==> config.mk <==
export PLATFORM = sky130hd
export DESIGN_NAME = mem_stage_lsu
export DESIGN_NICKNAME = d
export VERILOG_FILES = /design/src/rtl/lsu_pkg.sv /design/src/rtl/lsu_lane_align.sv /design/src/rtl/mem_stage_lsu.sv
export SDC_FILE = /design/constraint.sdc
export NUM_CORES = 1
export LEC_CHECK = 0
export CORE_ASPECT_RATIO = 1.75
export CORE_MARGIN = 5
export CORE_UTILIZATION = 40
export CTS_BUF_LIST = sky130_fd_sc_hd__clkbuf_4
export CTS_CLUSTER_DIAMETER = 150
export DETAILED_ROUTE_END_ITERATION = 10
export GPL_TIMING_DRIVEN = 0
export PLACE_DENSITY = 0.7
export SLEW_MARGIN = 20
export SYNTH_ARGS = -nofsm -noshare
export SYNTH_HDL_FRONTEND = slang
export SYNTH_SLANG_ARGS = --single-unit
==> constraint.sdc <==
create_clock -name clk -period 2.9 [get_ports clk]
set_input_delay 0.58 -clock clk [delete_from_list [all_inputs] [get_ports clk]]
set_output_delay 0.58 -clock clk [all_outputs]
set_load 0.05 [all_outputs]
==> src/rtl/lsu_pkg.sv <==
// rtl/lsu_pkg.sv - shared types and constants for the MEM-stage load/store unit
//
// Contents:
//   state_e     - LSU bus FSM states
//   F3_*        - funct3 encodings for access width / signedness
//   mem_exc_e   - exception cause reported on MemExcW
//   f3_supported- true for the funct3 values the LSU can execute
package lsu_pkg;

    typedef enum logic [1:0] {
        IDLE = 2'b00,
        REQ  = 2'b01,
        WAIT = 2'b10,
        DONE = 2'b11
    } state_e;

    localparam logic [2:0] F3_B  = 3'b000;
    localparam logic [2:0] F3_H  = 3'b001;
    localparam logic [2:0] F3_W  = 3'b010;
    localparam logic [2:0] F3_BU = 3'b100;
    localparam logic [2:0] F3_HU = 3'b101;

    typedef enum logic [1:0] {
        EXC_NONE     = 2'b00,
        EXC_MISALIGN = 2'b01,
        EXC_BUSERR   = 2'b10,
        EXC_TIMEOUT  = 2'b11
    } mem_exc_e;

    function automatic logic f3_supported(input logic [2:0] f3);
        return (f3 == F3_B) || (f3 == F3_H) || (f3 == F3_W) ||
               (f3 == F3_BU) || (f3 == F3_HU);
    endfunction

endpackage

==> src/rtl/lsu_lane_align.sv <==
// rtl/lsu_lane_align.sv - alignment check, store lane placement and load extraction
//
// Ports:
//   funct3     in  3  : width/signedness of the access being issued
//   addr_lo    in  2  : low address bits of the access being issued
//   store_data in  32 : rs2 value for stores
//   access_ok  out 1  : funct3 supported and address naturally aligned
//   be         out 4  : byte enables for a store of this width/offset
//   wdata      out 32 : store data replicated across all lanes
//   ld_funct3  in  3  : funct3 of the completed load
//   ld_offset  in  2  : byte offset of the completed load
//   rdata      in  32 : captured read word
//   load_data  out 32 : extracted and extended load result
module lsu_lane_align
    import lsu_pkg::*;
(
    input  logic [2:0]  funct3,
    input  logic [1:0]  addr_lo,
    input  logic [31:0] store_data,
    output logic        access_ok,
    output logic [3:0]  be,
    output logic [31:0] wdata,
    input  logic [2:0]  ld_funct3,
    input  logic [1:0]  ld_offset,
    input  logic [31:0] rdata,
    output logic [31:0] load_data
);

    logic        misaligned;
    logic [31:0] shifted;

    always_comb begin
        misaligned = ((funct3[1:0] == 2'b01) && addr_lo[0]) ||
                     ((funct3[1:0] == 2'b10) && (addr_lo != 2'b00));
        access_ok  = f3_supported(funct3) && !misaligned;
    end

    // Replicating the data across lanes lets the slave pick whichever lane
    // the byte enables select, without a data shifter on the request path.
    always_comb begin
        be    = 4'b1111;
        wdata = store_data;
        case (funct3[1:0])
            2'b00: begin
                be    = 4'b0001 << addr_lo;
                wdata = {4{store_data[7:0]}};
            end
            2'b01: begin
                be    = 4'b0011 << {addr_lo[1], 1'b0};
                wdata = {2{store_data[15:0]}};
            end
            default: begin
                be    = 4'b1111;
                wdata = store_data;
            end
        endcase
    end

    always_comb begin
        shifted = rdata >> {ld_offset, 3'b000};
        case (ld_funct3)
            F3_B:    load_data = {{24{shifted[7]}}, shifted[7:0]};
            F3_BU:   load_data = {24'h0, shifted[7:0]};
            F3_H:    load_data = {{16{shifted[15]}}, shifted[15:0]};
            F3_HU:   load_data = {16'h0, shifted[15:0]};
            default: load_data = rdata;
        endcase
    end

endmodule

==> src/rtl/mem_stage_lsu.sv <==
// rtl/mem_stage_lsu.sv - RV32I MEM stage with valid/ready load/store unit and MEM/WB register
//
// Ports:
//   clk, rst_n                         : clock, asynchronous active-low reset
//   ValidM .. funct3M                  : MEM-stage instruction fields
//   StallM                             : hold IF/ID/EX/MEM while an access is outstanding
//   mem_req_valid/ready/we/addr/be/wdata : request channel (word-aligned address)
//   mem_rsp_valid/rdata/err            : response channel
//   ValidW .. ALUResultW               : MEM/WB pipeline register
//   MemExcW                            : 00 none, 01 misaligned/unsupported, 10 bus error, 11 timeout
module mem_stage_lsu
    import lsu_pkg::*;
#(
    parameter int ADDR_WIDTH     = 32,
    parameter int DATA_WIDTH     = 32,
    parameter int TIMEOUT_CYCLES = 64
) (
    input  logic                  clk,
    input  logic                  rst_n,
    input  logic                  ValidM,
    input  logic                  RegWriteM,
    input  logic [1:0]            ResultSrcM,
    input  logic                  MemWriteM,
    input  logic                  MemReadM,
    input  logic [DATA_WIDTH-1:0] ALUResultM,
    input  logic [DATA_WIDTH-1:0] WriteDataM,
    input  logic [4:0]            RdM,
    input  logic [DATA_WIDTH-1:0] PCPlus4M,
    input  logic [2:0]            funct3M,
    output logic                  StallM,
    output logic                  mem_req_valid,
    input  logic                  mem_req_ready,
    output logic                  mem_req_we,
    output logic [ADDR_WIDTH-1:0] mem_req_addr,
    output logic [3:0]            mem_req_be,
    output logic [DATA_WIDTH-1:0] mem_req_wdata,
    input  logic                  mem_rsp_valid,
    input  logic [DATA_WIDTH-1:0] mem_rsp_rdata,
    input  logic                  mem_rsp_err,
    output logic                  ValidW,
    output logic                  RegWriteW,
    output logic [1:0]            ResultSrcW,
    output logic [DATA_WIDTH-1:0] ReadDataW,
    output logic [4:0]            RdW,
    output logic [DATA_WIDTH-1:0] PCPlus4W,
    output logic [DATA_WIDTH-1:0] ALUResultW,
    output logic [1:0]            MemExcW
);

    localparam int CNT_W = (TIMEOUT_CYCLES > 2) ? $clog2(TIMEOUT_CYCLES) : 1;

    if (DATA_WIDTH != 32) begin : g_bad_data_width
        $error("mem_stage_lsu: DATA_WIDTH must be 32");
    end
    if (ADDR_WIDTH > 32 || ADDR_WIDTH < 3) begin : g_bad_addr_width
        $error("mem_stage_lsu: ADDR_WIDTH must be in 3..32");
    end
    if (TIMEOUT_CYCLES < 2) begin : g_bad_timeout
        $error("mem_stage_lsu: TIMEOUT_CYCLES must be at least 2");
    end

    state_e          state;
    logic [CNT_W-1:0] wait_cnt;
    logic [1:0]      off_q;
    logic [2:0]      f3_q;
    logic [31:0]     rdata_q;
    logic            err_q;
    mem_exc_e        exc_q;

    logic            access_ok;
    logic [3:0]      lane_be;
    logic [31:0]     lane_wdata;
    logic [31:0]     load_data;

    logic            mem_op;
    logic            start;
    logic            reject;
    mem_exc_e        done_exc;
    logic [31:0]     done_rdata;

    lsu_lane_align u_lane (
        .funct3     (funct3M),
        .addr_lo    (ALUResultM[1:0]),
        .store_data (WriteDataM),
        .access_ok  (access_ok),
        .be         (lane_be),
        .wdata      (lane_wdata),
        .ld_funct3  (f3_q),
        .ld_offset  (off_q),
        .rdata      (rdata_q),
        .load_data  (load_data)
    );

    always_comb begin
        mem_op = ValidM && (MemReadM || MemWriteM);
        start  = (state == IDLE) && mem_op && access_ok;
        reject = (state == IDLE) && mem_op && !access_ok;
        // Gated by rst_n so the hazard unit sees no stall while reset is held,
        // even though IDLE would otherwise flag a pending memory op.
        StallM = rst_n && (start || (state == REQ) || (state == WAIT));
        done_exc   = err_q ? EXC_BUSERR : exc_q;
        done_rdata = (mem_req_we || (done_exc != EXC_NONE)) ? 32'h0 : load_data;
    end

    // Bus FSM: request fields are latched on entry to REQ and stay stable
    // until the slave accepts.
    always_ff @(posedge clk or negedge rst_n) begin
        if (!rst_n) begin
            state         <= IDLE;
            wait_cnt      <= '0;
            mem_req_valid <= 1'b0;
            mem_req_we    <= 1'b0;
            mem_req_addr  <= '0;
            mem_req_be    <= 4'h0;
            mem_req_wdata <= '0;
            off_q         <= 2'b00;
            f3_q          <= 3'b000;
            rdata_q       <= 32'h0;
            err_q         <= 1'b0;
            exc_q         <= EXC_NONE;
        end else begin
            case (state)
                IDLE: begin
                    if (start) begin
                        state         <= REQ;
                        mem_req_valid <= 1'b1;
                        mem_req_we    <= MemWriteM;
                        mem_req_addr  <= {ALUResultM[ADDR_WIDTH-1:2], 2'b00};
                        mem_req_be    <= MemWriteM ? lane_be : 4'b1111;
                        mem_req_wdata <= MemWriteM ? lane_wdata : '0;
                        off_q         <= ALUResultM[1:0];
                        f3_q          <= funct3M;
                        rdata_q       <= 32'h0;
                        err_q         <= 1'b0;
                        exc_q         <= EXC_NONE;
                    end
                end
                REQ: begin
                    if (mem_req_ready) begin
                        state         <= WAIT;
                        mem_req_valid <= 1'b0;
                        wait_cnt      <= '0;
                    end
                end
                WAIT: begin
                    if (mem_rsp_valid) begin
                        rdata_q <= mem_rsp_rdata;
                        err_q   <= mem_rsp_err;
                        state   <= DONE;
                    end else if (wait_cnt == CNT_W'(TIMEOUT_CYCLES - 1)) begin
                        exc_q <= EXC_TIMEOUT;
                        state <= DONE;
                    end else begin
                        wait_cnt <= wait_cnt + CNT_W'(1);
                    end
                end
                DONE: begin
                    state <= IDLE;
                end
                default: state <= IDLE;
            endcase
        end
    end

    // MEM/WB register. Stall cycles insert a bubble; DONE commits the
    // completed access with its extracted data and exception cause.
    always_ff @(posedge clk or negedge rst_n) begin
        if (!rst_n) begin
            ValidW     <= 1'b0;
            RegWriteW  <= 1'b0;
            ResultSrcW <= 2'b00;
            ReadDataW  <= '0;
            RdW        <= 5'd0;
            PCPlus4W   <= '0;
            ALUResultW <= '0;
            MemExcW    <= EXC_NONE;
        end else if (StallM) begin
            ValidW    <= 1'b0;
            RegWriteW <= 1'b0;
            MemExcW   <= EXC_NONE;
        end else begin
            ValidW     <= ValidM;
            ResultSrcW <= ResultSrcM;
            RdW        <= RdM;
            PCPlus4W   <= PCPlus4M;
            ALUResultW <= ALUResultM;
            if (state == DONE) begin
                ReadDataW <= done_rdata;
                MemExcW   <= done_exc;
                RegWriteW <= RegWriteM && (done_exc == EXC_NONE);
            end else if (reject) begin
                ReadDataW <= '0;
                MemExcW   <= EXC_MISALIGN;
                RegWriteW <= 1'b0;
            end else begin
                ReadDataW <= '0;
                MemExcW   <= EXC_NONE;
                RegWriteW <= RegWriteM;
            end
        end
    end

endmodule

Yosys cells after proc, flatten, opt, wreduce, memory -nomap -nowiden --
Index checks and enable logic that the tools add are counted.
Storage, ports and cells: bits in registers 223, word-level logic and storage cells 116, output and inout port bits 178, input bits 147
Operators by class: shift operators 3, $add $sub $neg 1, reduce and logical (&&, ||, !) cells 36, multiplexer cells 36, equality and inequality tests 20
Operators by type and width (count):
- 2-to-1 mux 32 bit | 5
- one-hot mux 32 bit (2 select lines) | 2
- one-hot mux 32 bit (4 select lines) | 1
- right shift 32 x 5 -> 16 bit | 1
- 2-to-1 mux 2 bit | 9
- 2-to-1 mux 6 bit | 3
- == test 3 bit, second input constant | 4
- one-hot mux 6 bit (2 select lines) | 1
- != test 2 bit, second input constant | 5
- nonzero test 2 bit | 5
- logical AND 1 bit | 9
- logical OR 1 bit | 9
- 2-to-1 mux 1 bit | 9
- AND reduction 3 bit | 3
- one-hot mux 2 bit (4 select lines) | 1
- one-hot mux 4 bit (2 select lines) | 1
- AND reduction 4 bit | 2
- adder 6 x 1 -> 6 bit, second input constant | 1
- == test 2 bit, second input constant | 3
- == test 3 x 1 -> 1 bit, second input constant | 2
- == test 6 bit, second input constant | 1
- zero test 2 bit | 3
- zero test 3 bit | 2
- == test 2 x 1 -> 1 bit, second input constant | 2
- other kinds (10) | 12

Longest topological paths before layout --
depth after elaboration 11, mapped depth 10, mapped depth without buffers 8

Cells and area by module --
A second synthesis with hierarchy kept.
Unflattened totals: cell total of the unflattened synthesis 1143, area total of the unflattened synthesis 9905.8 sq um
Modules (own cells, without submodules):
- mem_stage_lsu | instances 1, area an instance 8720.9 sq um, cells each 969, sequential area each 5555.3 sq um
- lsu_lane_align | instances 1, area an instance 1184.9 sq um, cells each 174, sequential area each 0.0 sq um

Worst setup path before layout --
Ideal clock, no wire load.
kind input to output, start in MemWriteM, end out StallM, data required time 2.320 ns, cell stages on the path 7, arrival 1.880 ns, buffers on the path 3, slack 0.440 ns, cell sequence clkbuf_1 o211a_1 o21a_1 o31ai_4 inv_2 buf_2 buf_2
Between the ends: word-level cells in the longest chain between the ends 7
Ends and longest elaborated chain:
- start, declared | line mem_stage_lsu.sv:23 | input logic MemWriteM,
- logical OR 1 bit | line mem_stage_lsu.sv:95 | mem_op = ValidM && (MemReadM || MemWriteM);
- logical AND 1 bit | line mem_stage_lsu.sv:95
- logical AND 1 bit (2 in series) | line mem_stage_lsu.sv:96 | start = (state == IDLE) && mem_op && access_ok;
- logical OR 1 bit (2 in series) | line mem_stage_lsu.sv:100 | StallM = rst_n && (start || (state == REQ) || (state == WAIT));
- logical AND 1 bit | line mem_stage_lsu.sv:100
- end, declared | line mem_stage_lsu.sv:30 | output logic StallM,
Every way passes these cells.

Worst setup path in the final report --
start in funct3M[0], end out StallM
Between the ends: word-level cells in the longest chain between the ends 10, elaborated cells between the ends (all ways) 20, those cells by class eq/ne (6); reduce/logical (14)
Ends and longest elaborated chain:
- start, declared | line mem_stage_lsu.sv:29 | input logic [2:0] funct3M,
- == test 3 x 1 -> 1 bit or zero test 3 bit (tied branches) | line lsu_pkg.sv:31 | return (f3 == F3_B) || (f3 == F3_H) || (f3 == F3_W) ||
- logical OR 1 bit (3 in series) | line lsu_pkg.sv:31
- logical OR 1 bit | line lsu_pkg.sv:32 | (f3 == F3_BU) || (f3 == F3_HU);
- logical AND 1 bit (*) | line lsu_lane_align.sv:35 | access_ok = f3_supported(funct3) && !misaligned;
- logical AND 1 bit (*) | line mem_stage_lsu.sv:96
- logical OR 1 bit (*) (2 in series) | line mem_stage_lsu.sv:100
- logical AND 1 bit (*) | line mem_stage_lsu.sv:100
Mark *: on every way between the ends. The rest lies on a longest branch, timed or not.

==> impl_metrics.prom <==
# TYPE chip_impl_metric gauge
chip_impl_metric{name="max_clock_freq",unit="MHz"} 361
chip_impl_info{name="critical_path_class",value="in2out"} 1
chip_impl_metric{name="final_core_util",unit="%"} 59.7
chip_impl_metric{name="synth-warning-count",unit=""} 0
chip_impl_metric{name="detailroute.via_count",unit=""} 8809
chip_impl_metric{name="final-setup-viol-count",unit=""} 0
chip_impl_metric{name="multiInputGateArea",unit="um2"} 3660
chip_impl_metric{name="grt_max_degree",unit=""} 80
chip_impl_metric{name="drt_first_pass_iters",unit=""} 5
chip_impl_metric{name="detailed_placer_s_ending_hpwl",unit="um"} 25700
chip_impl_info{name="crit_path_start_kind",value="primary input"} 1
chip_impl_metric{name="std_cell_rows",unit=""} 74
chip_impl_metric{name="finClkSkew",unit="ns"} 0.0635
chip_impl_metric{name="synth_enable_flop_cells",unit=""} 0
chip_impl_metric{name="timing.hold.worst_path_depth",unit=""} 3
chip_impl_metric{name="power_switching_share",unit="%"} 49.0
chip_impl_metric{name="power_frac_comb",unit="%"} 54.2
chip_impl_metric{name="synth.cell_area",unit="um2"} 9520
chip_impl_metric{name="synth_area_per_cell",unit="um2"} 9.28
chip_impl_metric{name="sequentialPowerShare",unit="%"} 30.4
chip_impl_metric{name="clock_network_latency_to_the_later_pin_of_the_worst_skew_pair",unit="ns"} 0.71
chip_impl_metric{name="io_pins",unit=""} 325
chip_impl_metric{name="cap_violations",unit=""} 0
chip_impl_metric{name="seq_area",unit="um2"} 5560
chip_impl_metric{name="final_weighted_congestion_of_routability_driven_global_placement",unit=""} 0.902
chip_impl_metric{name="overflow",unit=""} 0
chip_impl_metric{name="syn2layout_area_growth",unit="%"} 46.9
chip_impl_metric{name="layout_worst_path_cycle_share",unit="%"} 95.5
chip_impl_metric{name="slew_violations",unit=""} 0
chip_impl_metric{name="required",unit="ns"} 2.32
chip_impl_metric{name="dpl_worst_slack",unit="ns"} -1.26
chip_impl_info{name="netlist_top_cells_count",value="sky130_fd_sc_hd__nand2_1 (436), sky130_fd_sc_hd__dfrtp_1 (222), sky130_fd_sc_hd__o21ai_0 (54)"} 1
chip_impl_metric{name="static_leakage",unit="nW"} 6.62
chip_impl_metric{name="route.detailed.vias_per_inst",unit=""} 5.02
chip_impl_metric{name="drt-initial-drc-count",unit=""} 430
chip_impl_metric{name="core",unit="um2"} 23400
chip_impl_metric{name="max_slew.worst_pin.slew",unit="ns"} 0.999
chip_impl_metric{name="placement.io_buffers",unit=""} 320
chip_impl_metric{name="numCtsBuffers",unit=""} 51
chip_impl_info{name="rsz_0062_raised_after_global_routing",value="no"} 1
chip_impl_metric{name="initial_utilization",unit="%"} 40.6
chip_impl_info{name="hold_path_class",value="in2reg"} 1
chip_impl_metric{name="layout.nets",unit=""} 1561
chip_impl_metric{name="grt_pass1_vias",unit=""} 8835
chip_impl_info{name="leading_cell_types_by_total_area_after_synthesis",value="sky130_fd_sc_hd__dfrtp_1 (58%), sky130_fd_sc_hd__nand2_1 (17%), sky130_fd_sc_hd__a22o_1 (3.0%)"} 1
chip_impl_metric{name="tritoncts_num_sinks",unit=""} 222
chip_impl_info{name="yosys_most_used_dff",value="sky130_fd_sc_hd__dfrtp_1"} 1
chip_impl_metric{name="rr_worst_depth",unit=""} 5
chip_impl_metric{name="syn_inst",unit=""} 1025
chip_impl_metric{name="worst-path-max-fanout",unit=""} 5
chip_impl_metric{name="clk_path_buf_depth",unit=""} 3
chip_impl_metric{name="worst_ep_arrival_time",unit="ns"} 2.19
chip_impl_info{name="clock-root-buffer",value="sky130_fd_sc_hd__clkbuf_4"} 1
chip_impl_metric{name="drive_gt1_share",unit="%"} 10.4
chip_impl_metric{name="grt_first_pass_wirelength",unit="um"} 50500
chip_impl_metric{name="relSlewSlack",unit="%"} 32.8
chip_impl_metric{name="async_flop_share",unit="%"} 100
chip_impl_metric{name="power_switching",unit="mW"} 8.09
chip_impl_info{name="post-synth-top-count-cell",value="sky130_fd_sc_hd__nand2_1"} 1
chip_impl_metric{name="synthDistinctLibCells",unit=""} 49
chip_impl_metric{name="power.density",unit="nW/um2"} 1180
chip_impl_metric{name="hold_ws",unit="ns"} 0.259
chip_impl_metric{name="p_int",unit="mW"} 8.43
chip_impl_metric{name="fillers",unit=""} 2106
chip_impl_metric{name="design.die.area",unit="um2"} 27100
chip_impl_metric{name="final_cell_area",unit="um2"} 14000
chip_impl_metric{name="irDropWorstVdd",unit="mV"} 0.702
chip_impl_metric{name="layout_min_cycle_time",unit="ns"} 2.77
chip_impl_metric{name="hold_viol_final",unit=""} 0
chip_impl_info{name="category_of_the_worst_setup_path_capture_point",value="output port"} 1
chip_impl_metric{name="clk_pin_slew_worst_paths",unit="ns"} 0.07
chip_impl_metric{name="synth-seq-cells",unit=""} 222
chip_impl_metric{name="cts.htree.levels",unit=""} 2
chip_impl_metric{name="detail-route-antenna-nets",unit=""} 0
chip_impl_metric{name="drc",unit=""} 0
chip_impl_info{name="tritoncts_clock_tree",value="built"} 1
chip_impl_metric{name="finalWirelength",unit="um"} 33500
chip_impl_metric{name="vertical_die_dimension",unit="um"} 214
chip_impl_info{name="outcome",value="completed"} 1
chip_impl_metric{name="global_route.usage.total",unit="%"} 23.9
chip_impl_metric{name="chipWidth",unit="um"} 127
chip_impl_metric{name="synth_seq_area_share",unit="%"} 58.4
chip_impl_info{name="netlist.top_cell.by_area",value="sky130_fd_sc_hd__dfrtp_1"} 1
chip_impl_metric{name="post_dp_cell_area",unit="um2"} 13200
chip_impl_metric{name="netlist.area_leader.share",unit="%"} 58.4
chip_impl_metric{name="relative_contribution_of_the_clock_network_to_total_power",unit="%"} 15.4
chip_impl_metric{name="setup_ws",unit="ns"} 0.131
chip_impl_metric{name="wl_per_cell",unit="um"} 19.1
chip_impl_metric{name="antenna_found_initial",unit=""} 3
## routing by layer
layer,GRT usage [%],routed length (um),share of wire [%],vias to the layer above
met4,11.3,1540,4.6,0
met1,24.9,11800,35,4168
met2,44.2,17800,53,364
met5,0,0,0,-
met3,5.83,2330,7.0,83
li1,-,-,-,4194
## kinds of logic (layout without fill, tap and decap cells)
family,after synthesis,in the layout,share of synthesized area [%]
buf+inv,78,500,3.43
mux,37,37,4.25
flops,222,222,58.4
compound gates,172,172,11.7
other cells,1,5,0.0394
fa+ha+maj,5,5,0.657
simple gates,510,510,21.6
## stage by stage
step	setup TNS (ns)	std cells	power (mW)
2_1_floorplan	0	1026	10.6
4_1_cts	0	1750	16.6
5_1_grt	0	1755	17.4
3_3_place_gp	-2765.33	1650	13.8
3_5_place_dp	-15.65	1652	13.9
6_report	0	1755	16.5
## worst max-delay path, stage by stage
cell and delay [ns]:
sky130_fd_sc_hd__clkdlybuf4s50_1 0.49, sky130_fd_sc_hd__nor4_2 0.45, sky130_fd_sc_hd__o21a_1 0.25, sky130_fd_sc_hd__o31ai_4 0.09
sky130_fd_sc_hd__inv_4 0.09, sky130_fd_sc_hd__buf_8 0.10, sky130_fd_sc_hd__buf_8 0.14
## power groups by stage
stage | Clock (mW) | Sequential [mW] | Combinational [mW]
after detailed placement | 0 | 5.07 | 8.87
after global routing | 2.77 | 5.17 | 9.45
after CTS | 2.63 | 5.01 | 9.01
final | 2.54 | 5.02 | 8.96
after global placement | 0 | 5.04 | 8.79
after floorplan | 0 | 8.23 | 2.34
## cell usage in the layout (no fill, tap or decap), types with 2 or more instances in the layout
cell type and instances:
sky130_fd_sc_hd__a21oi_1 30, sky130_fd_sc_hd__a22o_1 33, sky130_fd_sc_hd__a31oi_1 2, sky130_fd_sc_hd__and2_1 2, sky130_fd_sc_hd__and3_1 2, sky130_fd_sc_hd__buf_16 3
sky130_fd_sc_hd__buf_2 19, sky130_fd_sc_hd__buf_4 9, sky130_fd_sc_hd__buf_8 3, sky130_fd_sc_hd__clkbuf_1 42, sky130_fd_sc_hd__clkbuf_4 76, sky130_fd_sc_hd__clkdlybuf4s50_1 317
sky130_fd_sc_hd__clkinv_1 10, sky130_fd_sc_hd__clkinv_2 3, sky130_fd_sc_hd__conb_1 2, sky130_fd_sc_hd__dfrtp_1 222, sky130_fd_sc_hd__diode_2 3, sky130_fd_sc_hd__ha_1 4
sky130_fd_sc_hd__inv_1 9, sky130_fd_sc_hd__inv_2 2, sky130_fd_sc_hd__mux2_2 17, sky130_fd_sc_hd__mux2i_1 19, sky130_fd_sc_hd__nand2_1 436, sky130_fd_sc_hd__nand2b_1 4
sky130_fd_sc_hd__nand3_1 29, sky130_fd_sc_hd__nand3b_1 3, sky130_fd_sc_hd__nor2_1 15, sky130_fd_sc_hd__nor2b_1 5, sky130_fd_sc_hd__o21a_1 2, sky130_fd_sc_hd__o21ai_0 54
sky130_fd_sc_hd__o21ai_1 18, sky130_fd_sc_hd__o221ai_1 8, sky130_fd_sc_hd__o22ai_1 2, sky130_fd_sc_hd__o2bb2ai_1 3, sky130_fd_sc_hd__o31ai_1 10, sky130_fd_sc_hd__or2_2 6
## path summary, 6_finish.rpt
check / from / endpoint / slack (ns)
setup / recovery: funct3M[0] / StallM / 0.13
min in group asynchronous: rst_n / mem_req_addr[5] / 0.49
hold reg to reg: ALUResultW[2] / ALUResultW[2] / 0.47
setup reg to reg: state[1] / ReadDataW[9] / 0.53
hold / removal: ALUResultM[0] / ALUResultW[0] / 0.26
max in group asynchronous: rst_n / ALUResultW[16] / 2.02
## state kept, by name (all words and copies together) (netlist names), 4 cells and up
register / count
mem_req_wdata: 32
mem_req_addr: 30
rdata_q: 32
ReadDataW: 32
mem_req_be: 4
wait_cnt: 6
ALUResultW: 32
PCPlus4W: 32
RdW: 5
## repair_timing
item | CTS | global route
hold endpoints to repair | 65 | 0
setup buffers | 6 | 1
resized for setup | 16 | 1
setup endpoints to repair | 1 | 1
pin swaps | 2 | 1
hold buffers | 2 | 0
gates cloned | 0 | 1
## area by class of cell
cell class	count	area share, %
clock buffers	76	4.08
repair buffers	332	24.2
diodes	3	0.0537
multi-input cells	726	26.2
clock inverters	16	0.680
well taps	304	2.72
plain buffers	65	2.05
inverters	11	0.313
flip-flops and latches	222	39.7
(Power assumes the default switching activity.)
==> edit (same settings) <==
`TIMEOUT_CYCLES`: 64 -> 128.
--- a/src/rtl/mem_stage_lsu.sv
+++ b/src/rtl/mem_stage_lsu.sv
@@ -14,5 +14,5 @@
     parameter int ADDR_WIDTH     = 32,
     parameter int DATA_WIDTH     = 32,
-    parameter int TIMEOUT_CYCLES = 64
+    parameter int TIMEOUT_CYCLES = 128
 ) (
     input  logic                  clk,
Behaviour: same outputs for any inputs over 4 cycles, from zero or initial values and one cycle with rst_n low; that may be too few to reach the edited logic, so the function may still have changed.
==> edit against the unedited design <==
Global-route usage increased by 0.34 points. Cell count increased by 0.74%. Wire length decreased by 0.70%. Highest routed layer unchanged. Register-to-register slack got worse by 0.03 ns. Largest power group unchanged. Cell area increased by 0.38%. Synthesized area increased by 0.93%. Worst setup slack improved by 0.037 ns. Via count about the same. Power decreased by 1.9%. Sequential cell count increased by 1.
==> edit: results (changes against the unedited design) <==
[outcome]
run_status = complete, no violations  ; unchanged

[global_route]
grt_pass1_vias = 9179  ; was 8835
met1_usage_pct = 26.1  ; was 24.9%
met3_usage_pct = 6.34  ; was 5.83%
grt_max_degree = 94  ; was 80
grt_usage_pct = 24.2  ; was 23.9%
grt_use_met2_pct = 44.5  ; was 44.2%
grt_pass1_wl_um = 51600  ; was 50500 um

[timing]
max_slew_margin_pct = 48.5  ; was 32.8%
finalClockSkew_ns = 0.0302  ; was 0.0635 ns

[worst_setup_path]
critical_path_class = flop to output port  ; was input pin to output port
crit_fanout = 3  ; was 5
r2r_end = ReadDataW[14]$_DFFE_PN0N_  ; was ReadDataW[9]$_DFFE_PN0N_
reg2reg_depth = 11  ; was 5
cp_slowest_cell = dfrtp_1  ; was clkdlybuf4s50_1
crit_family = compound AO/OA/AOI/OAI gates  ; was buffers and inverters
r2r-start = state[0]$_DFFE_PN0P_  ; was state[1]$_DFFE_PN0P_
r2r_slack_ns = 0.50  ; was 0.53 ns

[routing]
wl_met2_um = 18000  ; was 17800 um
first_iter_violations = 483  ; was 430
vias = 8815  ; was 8809
routed-wl-met3_um = 2240  ; was 2330 um
m1WireLength_um = 11900  ; was 11800 um
drt_pass1_iterations = 5  ; unchanged
wl_per_cell_um = 18.8  ; was 19.1 um

[placement]
place_congestion = 0.890  ; was 0.902
dp_hpwl_um = 25500  ; was 25700 um

[hold_path]
hold_start = ALUResultM[0]  ; unchanged

[yosys]
ys.flop_type = dfrtp_1  ; unchanged
ys_seq_elements = 223  ; was 222
ys_seq_area_share_pct = 58.1  ; was 58.4%
synth_top_cells_by_count = 433 x nand2_1, 223 x dfrtp_1, 44 x o21ai_0, 37 x clkbuf_1, 32 x a22o_1  ; was 436 x nand2_1, 222 x dfrtp_1, 54 x o21ai_0, 43 x clkbuf_1, 33 x a22o_1
synthDistinctLibCells = 45  ; was 49
synthTopCellsByArea = dfrtp_1 58%, nand2_1 17%, a22o_1 2.9%  ; was dfrtp_1 58%, nand2_1 17%, a22o_1 3.0%

[pwr]
switching_power_w = 0.00787  ; was 0.00809 W
p_comb_share_pct = 54.2  ; about the same
vdd_drop_max_uv = 702  ; about the same
power_leakage_nw = 6.62  ; about the same

[cells_and_area]
inverters = 15  ; was 11
buf_share_pct = 26.0  ; was 26.3%
multi_input_comb_area_um2 = 3710  ; was 3660 um^2
drive_gt1_share_pct = 9.68  ; was 10.4%
nNetsFinal = 1575  ; was 1561
nClkBuffers = 75  ; was 76
nFillCells = 2148  ; was 2106
clk_share_pct = 4.56  ; was 4.76%
seq_area_um2 = 5580  ; was 5560 um^2
multi_input_gates = 734  ; was 726
buffers = 397  ; unchanged

[clocking]
post-cts-setup-buffer-count = 9  ; was 6
cts_resized = 18  ; was 16
numCtsBuffers = 52  ; was 51
clock_latency_ns = 0.68  ; was 0.71 ns

==> edit: cell count changes in the layout (fill, tap and decap cells not counted), sizes merged, moves of 6 or more <==
cell and delta:
buf +7, a31oi +9, nor2 +12, clkbuf -8, o31ai +6, nor2b +14
o21ai -27
==> edit: through the flow <==
stage	instances	setup WS, ns	total power, W	area (um^2)
after floorplan	1038	0.340	0.0104	9610
after global placement	1666	-9.96	0.0136	13200
after detailed placement	1668	-1.38	0.0137	13300
final	1768	0.168	0.0162	14000
after global routing	1768	0.0171	0.0171	14000
after CTS	1765	-0.0624	0.0164	14000
==> edit: logic make-up (layout without fill, tap and decap cells) <==
kind of cell	count (synthesis)	in the layout	share of synthesized area (%)
buffers and inverters	81	500	3.46
AOI/OAI and AO/OA	156	156	10.9
adders and majority gates	5	5	0.651
xor gates and xnor gates	4	4	0.365
other	1	5	0.0390
muxes	39	39	4.34
DFF	223	223	58.1
and+or+nand+nor	528	528	22.2
